===== src/rtl/dbg_reg_access.sv =====
`default_nettype none
// ============================================================================
//  Module      : dbg_reg_access
//  Description : Debug responder for general-purpose register reads/writes.
//                Halts the core at an instruction boundary, performs one
//                access on the register-file debug port, then acknowledges
//                over a four-phase dis/dbg_ack handshake.
//  Revision    : 1.0 - initial release
// ============================================================================
module dbg_reg_access #(
    parameter int ADDR_W  = 5,
    parameter int DATA_W  = 32,
    parameter int TIMEOUT = 64
) (
    input  logic              clock,
    input  logic              reset,
    input  logic              dis,
    input  logic              dbg_we,
    input  logic [ADDR_W-1:0] add,
    input  logic [DATA_W-1:0] dbg_wdata,
    output logic [DATA_W-1:0] A,
    output logic              dbg_ack,
    output logic              dbg_err,
    output logic              cpu_halt_req,
    input  logic              cpu_halted,
    output logic [ADDR_W-1:0] rf_addr,
    input  logic [DATA_W-1:0] rf_rdata,
    output logic              rf_we,
    output logic [DATA_W-1:0] rf_wdata
);

    localparam int CNT_W = $clog2(TIMEOUT + 1);

    localparam logic [1:0] ST_IDLE   = 2'd0;
    localparam logic [1:0] ST_HALT   = 2'd1;
    localparam logic [1:0] ST_ACCESS = 2'd2;
    localparam logic [1:0] ST_DONE   = 2'd3;

    logic [1:0]        state_q,    state_d;
    logic [CNT_W-1:0]  cnt_q,      cnt_d;
    logic [ADDR_W-1:0] addr_lat_q, addr_lat_d;
    logic              we_lat_q,   we_lat_d;
    logic [DATA_W-1:0] wdata_lat_q, wdata_lat_d;
    logic [DATA_W-1:0] a_q,        a_d;
    logic              ack_q,      ack_d;
    logic              err_q,      err_d;
    logic              halt_req_q, halt_req_d;
    logic [ADDR_W-1:0] rf_addr_q,  rf_addr_d;
    logic              rf_we_q,    rf_we_d;
    logic [DATA_W-1:0] rf_wdata_q, rf_wdata_d;

    // Next-state and next-output logic; every output is registered, so the
    // register-file controls are computed on the HALT->ACCESS transition.
    always_comb begin
        state_d     = state_q;
        cnt_d       = cnt_q;
        addr_lat_d  = addr_lat_q;
        we_lat_d    = we_lat_q;
        wdata_lat_d = wdata_lat_q;
        a_d         = a_q;
        ack_d       = ack_q;
        err_d       = err_q;
        halt_req_d  = halt_req_q;
        rf_addr_d   = rf_addr_q;
        rf_we_d     = 1'b0;
        rf_wdata_d  = rf_wdata_q;

        case (state_q)
            ST_IDLE: begin
                if (dis) begin
                    addr_lat_d  = add;
                    we_lat_d    = dbg_we;
                    wdata_lat_d = dbg_wdata;
                    cnt_d       = '0;
                    halt_req_d  = 1'b1;
                    state_d     = ST_HALT;
                end
            end
            ST_HALT: begin
                if (!dis) begin
                    // Requester gave up before the core stalled: no access.
                    halt_req_d = 1'b0;
                    cnt_d      = '0;
                    state_d    = ST_IDLE;
                end else if (cpu_halted) begin
                    rf_addr_d = addr_lat_q;
                    // r0 is hard-wired to zero, so its write strobe is masked.
                    rf_we_d   = we_lat_q && (addr_lat_q != '0);
                    if (we_lat_q) begin
                        rf_wdata_d = wdata_lat_q;
                    end
                    state_d = ST_ACCESS;
                end else if (cnt_q == CNT_W'(TIMEOUT - 1)) begin
                    ack_d   = 1'b1;
                    err_d   = 1'b1;
                    state_d = ST_DONE;
                end else begin
                    cnt_d = cnt_q + 1'b1;
                end
            end
            ST_ACCESS: begin
                // Halt is not re-checked here: the access always completes.
                if (!we_lat_q) begin
                    a_d = rf_rdata;
                end
                ack_d   = 1'b1;
                err_d   = 1'b0;
                state_d = ST_DONE;
            end
            ST_DONE: begin
                if (!dis) begin
                    ack_d      = 1'b0;
                    err_d      = 1'b0;
                    halt_req_d = 1'b0;
                    state_d    = ST_IDLE;
                end
            end
            default: begin
                state_d = ST_IDLE;
            end
        endcase
    end

    // State and output registers with asynchronous active-low clear.
    always_ff @(posedge clock or negedge reset) begin
        if (!reset) begin
            state_q     <= ST_IDLE;
            cnt_q       <= '0;
            addr_lat_q  <= '0;
            we_lat_q    <= 1'b0;
            wdata_lat_q <= '0;
            a_q         <= '0;
            ack_q       <= 1'b0;
            err_q       <= 1'b0;
            halt_req_q  <= 1'b0;
            rf_addr_q   <= '0;
            rf_we_q     <= 1'b0;
            rf_wdata_q  <= '0;
        end else begin
            state_q     <= state_d;
            cnt_q       <= cnt_d;
            addr_lat_q  <= addr_lat_d;
            we_lat_q    <= we_lat_d;
            wdata_lat_q <= wdata_lat_d;
            a_q         <= a_d;
            ack_q       <= ack_d;
            err_q       <= err_d;
            halt_req_q  <= halt_req_d;
            rf_addr_q   <= rf_addr_d;
            rf_we_q     <= rf_we_d;
            rf_wdata_q  <= rf_wdata_d;
        end
    end

    assign A            = a_q;
    assign dbg_ack      = ack_q;
    assign dbg_err      = err_q;
    assign cpu_halt_req = halt_req_q;
    assign rf_addr      = rf_addr_q;
    assign rf_we        = rf_we_q;
    assign rf_wdata     = rf_wdata_q;

endmodule
`default_nettype wire


===== config.mk =====
export PLATFORM = sky130hd
export DESIGN_NAME = dbg_reg_access
export DESIGN_NICKNAME = d
export VERILOG_FILES = /design/src/rtl/dbg_reg_access.sv
export SDC_FILE = /design/constraint.sdc
export NUM_CORES = 1
export LEC_CHECK = 0
export CAP_MARGIN = 20
export CORE_MARGIN = 2
export CORE_UTILIZATION = 45
export DETAILED_ROUTE_END_ITERATION = 10
export PLACE_DENSITY = 0.74
export REMOVE_ABC_BUFFERS = 1
export SLEW_MARGIN = 20
export SYNTH_ARGS = -nofsm -noshare
export SYNTH_HDL_FRONTEND = slang
export SYNTH_SLANG_ARGS = --single-unit
export TNS_END_PERCENT = 50

===== constraint.sdc =====
create_clock -name clock -period 4.55 [get_ports clock]
set_input_delay 0.455 -clock clock [delete_from_list [all_inputs] [get_ports clock]]
set_output_delay 0.455 -clock clock [all_outputs]
set_load 0.005 [all_outputs]

# ---- Word level (Yosys, flattened, before mapping)
# Index checks and enable logic that the tools add are counted.
dict set report word_totals {
  register_bits 120
  latchBits 0
  mem_bits_rw 0
  rom_bits 0
  memories 0
}
dict set report classes {
  addsub 1
  mul 0
  div 0
  magnitude_cmp 0
  eq_ne 13
  shift 0
  n_mux 22
  bitwise 1
  n_reduce_logical 15
}
# op n
set op_table {}
lappend op_table {{7-bit 2-to-1 mux} 4}
lappend op_table {{7-bit one-hot mux with 2 select lines} 1}
lappend op_table {{2-bit inequality test (second input constant)} 6}
lappend op_table {{2-bit 2-to-1 mux} 5}
lappend op_table {{3-bit AND reduction} 3}
lappend op_table {{1-bit 2-to-1 mux} 8}
lappend op_table {{2-bit one-hot mux with 4 select lines} 1}
lappend op_table {{4-bit AND reduction} 2}
lappend op_table {{7-bit by 1-bit adder with 7-bit output (second input constant)} 1}
lappend op_table {{7-bit by 6-bit == test with 1-bit output (second input constant)} 1}
lappend op_table {{3-bit inequality test (second input constant)} 2}
lappend op_table {{1-bit one-hot mux with 3 select lines} 2}
lappend op_table {{5-bit AND reduction} 1}
lappend op_table {{5-bit nonzero test} 1}
lappend op_table {{2-bit == test (second input constant)} 2}
lappend op_table {{4-bit inequality test (second input constant)} 1}
lappend op_table {{2-bit AND reduction} 2}
lappend op_table {{2-bit nonzero test} 2}
lappend op_table {{3-bit nonzero test} 1}
lappend op_table {{2-bit by 1-bit == test with 1-bit output (second input constant)} 1}
lappend op_table {{2-bit zero test} 1}
lappend op_table {{1-bit one-hot mux with 2 select lines} 1}
lappend op_table {{2-bit OR reduction} 1}
lappend op_table {{1-bit logical AND} 1}
lappend op_table {{1-bit NOT} 1}

# ---- Logic depth before layout (Yosys ltp)
dict set report logic_depth {
  word_depth 5
  mapped_depth 6
}

# ---- Worst setup path after synthesis
# No wires, ideal clock.
dict set report synth_path {
  path_type {register -> register}
  from {register cnt_q[0]}
  to {register cnt_q[5]}
  setup_ns 0.077
  t_arrival_ns 1.496
  slack_ns 2.976
  path_stages_with_launch 7
  path_cell_list {dfrtp_1 > ha_1 > nand3_2 > o31a_1 > o211ai_2 > or3_1 > a21oi_1}
}
dict set report synth_between {
  elab_chain_len 5
  word_cells_on_any_way 8
}
# item line_no
set synth_lines {}
lappend synth_lines {{from (decl)} 40} ;# logic [CNT_W-1:0] cnt_q, cnt_d;
lappend synth_lines {{from (signal assigned)} 141} ;# cnt_q <= cnt_d;
lappend synth_lines {{7-bit by 1-bit adder with 7-bit output} 98} ;# cnt_d = cnt_q + 1'b1;
lappend synth_lines {{7-bit 2-to-1 mux} 93} ;# end else if (cnt_q == CNT_W'(TIMEOUT - 1)) begin
lappend synth_lines {{7-bit 2-to-1 mux} 85} ;# end else if (cpu_halted) begin
lappend synth_lines {{7-bit 2-to-1 mux} 80} ;# if (!dis) begin
lappend synth_lines {{7-bit one-hot mux with 2 select lines} 68} ;# case (state_q)
# Parallel ways exist; a longest one is shown, timed or not. The select of a mux whose other input is x is not followed.
# A chain may end at the register's enable or synchronous reset.

==> results.yml <==
power:
  p_leak_nw: 2.87
  ir_drop_mv: 0.316
  p_per_area_nw_per_um2: 655
yosys:
  synth_top_family_by_area: "multiplexers"
  synthCells: 297
  synth_xor_area_frac: 0.00557
  synthSimpleGateAreaFrac: 0.0425
  ys_ff_latch: 120
  synth_edf_count: 0
  muxShareOfSynthArea: 0.256
  postSynthAreaPerCell_um2: 15.9
  async_flop_share: 1.00
  synthTopCellsByArea: "dfrtp_1 (64%), mux2_2 (22%), mux2_1 (3.8%)"
  synthTopCellsByCount: "dfrtp_1 (120), mux2_2 (91), mux2_1 (16)"
  synth.most_common_cell: "dfrtp_1"
  synth-compound-area-share: 0.0295
  synthesis.area_um2: 4710
  yosysTopAreaCellShare: 0.637
  yosysWarnings: 0
  synth_seq_area_share: 0.637
  yosysTopAreaCell: "dfrtp_1"
  synthAdderAreaFrac: 0.00265
  ys_types: 39
  synth_ff_type: "dfrtp_1"
routing:
  drtIter0Drc: 86
  drc: 0
  wl_per_cell_um: 16.4
  postRouteAntennaNets: 0
  dr.pass1.iters: 4
  drt-total-wl_mm: 9.80
  routed_via_density: 5.02
  vias: 3007
cells_and_area:
  stdcell_area_um2: 6780
  drive_gt1_frac: 0.283
  final_core_util: 0.663
  fillCellCount: 752
  multi_input_area_um2: 1590
  antenna_cells: 0
  ff_latch_area_um2: 3000
  syn_to_final_growth_pct: 43.9
  nNetsFinal: 529
global_routing:
  gr-usage-met1: 0.213
  grt_max_degree: 56
  grtUsageMet3: 0.0797
  grt_pass1_wl_mm: 15.9
  grt_pass1_vias: 3239
  grt.busiest_layer: "met2"
  overflow: 0
  grtUsageTotal: 0.185
  grtUsageMet2: 0.299
  antenna_found_initial: 0
clock_tree:
  clock-sinks: 120
  cts-hold-fix-buffers: 1
  cts_inserted_buffers: 17
  htreeDepth: 4
  clkLatencyLatePin_ns: 0.51
  post_cts_buffers: 0
  cts_resized: 0
  cts_buffer_depth: 2
  cts.clk_slew.worst_paths_ns: 0.05
  cts-root-buf: "clkbuf_8"
  cts_tree: "done"
die:
  start_util: 0.461
  coreArea_um2: 10200
  die_w_um: 106
  boundaryPins: 147
  die_y_um: 106
  num_rows: 37
  die_area_um2: 11300
timing:
  fin_crit_sh: 0.442
  final-setup-viol-count: 0
  worstMarginPinSlew_ns: 0.684
  fin_ws_ns: 2.54
  timing.slew.headroom: 0.544
  maxSlewViolCount: 0
  period_minus_slack_ns: 2.01
  max_freq_ghz: 0.498
  hold_violations: 0
  finClkSkew_ns: 0.00511
  setup_tns_ns: 0
  rsz0062_at_grt: "no"
critical_path:
  crit_fanout: 33
  cp_slowest_cell: "dfrtp_1"
  crit_type: "flip-flop to flip-flop"
  end_kind: "flip-flop"
  max_stage_delay_ns: 0.55
  path_cells: "nor2_4 -> nand4_4 -> mux2_1"
  crit_required_ns: 4.93
  worstPathArrival_ns: 2.39
  startpoint_type: "flip-flop"
placement:
  io_buffers: 146
  place_area_um2: 6270
  dp_slack_ns: 2.00
  dp_hpwl_mm: 6.66
  globalplace.congestion: 0.715
hold_path:
  hold_path.class: "input port to async pin"
status:
  status: "finished, final reports clean"
job:
  drv_cap: 0
[worst max-delay path: cells and delay by family, from the launching register on]
family | cells | cell delay (ns)
mux | 1 | 0.54
flops | 1 | 0.55
simple gates | 2 | 0.77
[per-layer routing]
metal  vias up  share of wire  wire length, um
met5         -              0                0
met4         0          0.017              171
met3        17          0.097              946
met2       115           0.48             4700
met1      1503           0.41             3980
li1       1372              -                -
[path summary, 6_finish.rpt]
check / startpoint / endpoint / slack (ns) / depth (start not counted)
max in group asynchronous: reset / A[19] / 3.25 / 3
max: flip-flop / rf_wdata[29] / 2.54 / 3
min: reset / rf_wdata[24] / 0.35 / 2
max reg2reg: flip-flop / rf_wdata[29] / 2.54 / 3
min in group clock: wdata_lat_q[15] / rf_wdata[15] / 0.48 / 1
min reg2reg: wdata_lat_q[15] / rf_wdata[15] / 0.48 / 1
[placed cells by master, fill, tap and decap left out, types with 3 or more instances in the layout]
master	synthesis	layout
a21oi_1	5	5
inv_1	3	3
nor2_1	6	6
mux2_2	91	91
clkinv_2	0	4
clkbuf_1	0	4
buf_4	7	5
clkdlybuf4s50_1	0	145
clkbuf_8	0	3
mux2_1	16	16
nand2_1	5	5
clkbuf_16	0	16
dfrtp_1	120	120
nor3_1	3	3
[through the flow]
step / instances / hold WS [ns] / power [mW]
floorplan: 284 / 0.159 / 2.42
global placement: 570 / 0.331 / 3.25
detailed placement: 570 / 0.336 / 3.32
CTS: 599 / 0.332 / 4.51
global route: 599 / 0.360 / 4.71
finish: 599 / 0.347 / 4.44
[report_power, final]
group	internal (mW)	switching (mW)
Combinational	1.00	0.431
Clock	0.734	0.422
Sequential	1.57	0.283
[logic make-up after synthesis]
group,count (synthesis)
buffers and inverters,17
AND/OR/NAND/NOR,30
AO/OA/AOI/OAI,19
flip-flops,120
multiplexers,107
adder cells (fa/ha/maj),1
XOR/XNOR,3
[area by class of cell]
| type | instances | share of cell area |
|---|---|---|
| flip-flops and latches | 120 | 0.443 |
| clock buffers | 23 | 0.0673 |
| repair buffers | 151 | 0.221 |
| clock inverters | 5 | 0.00738 |
| well taps | 136 | 0.0251 |
| inverters | 4 | 0.00221 |
| multi-input cells | 160 | 0.234 |
[flip-flops by register name, summed over array words and instances, names as in the netlist, named ones only]
register and cells:
rf_wdata 32, rf_we 1, A 32, we_lat_q 1
dbg_err 1, rf_addr 5, addr_lat_q 5, wdata_lat_q 32
cpu_halt_req 1, state_q 1, dbg_ack 1, cnt_q 7
Note: power is estimated with default switching activity, not from simulation.
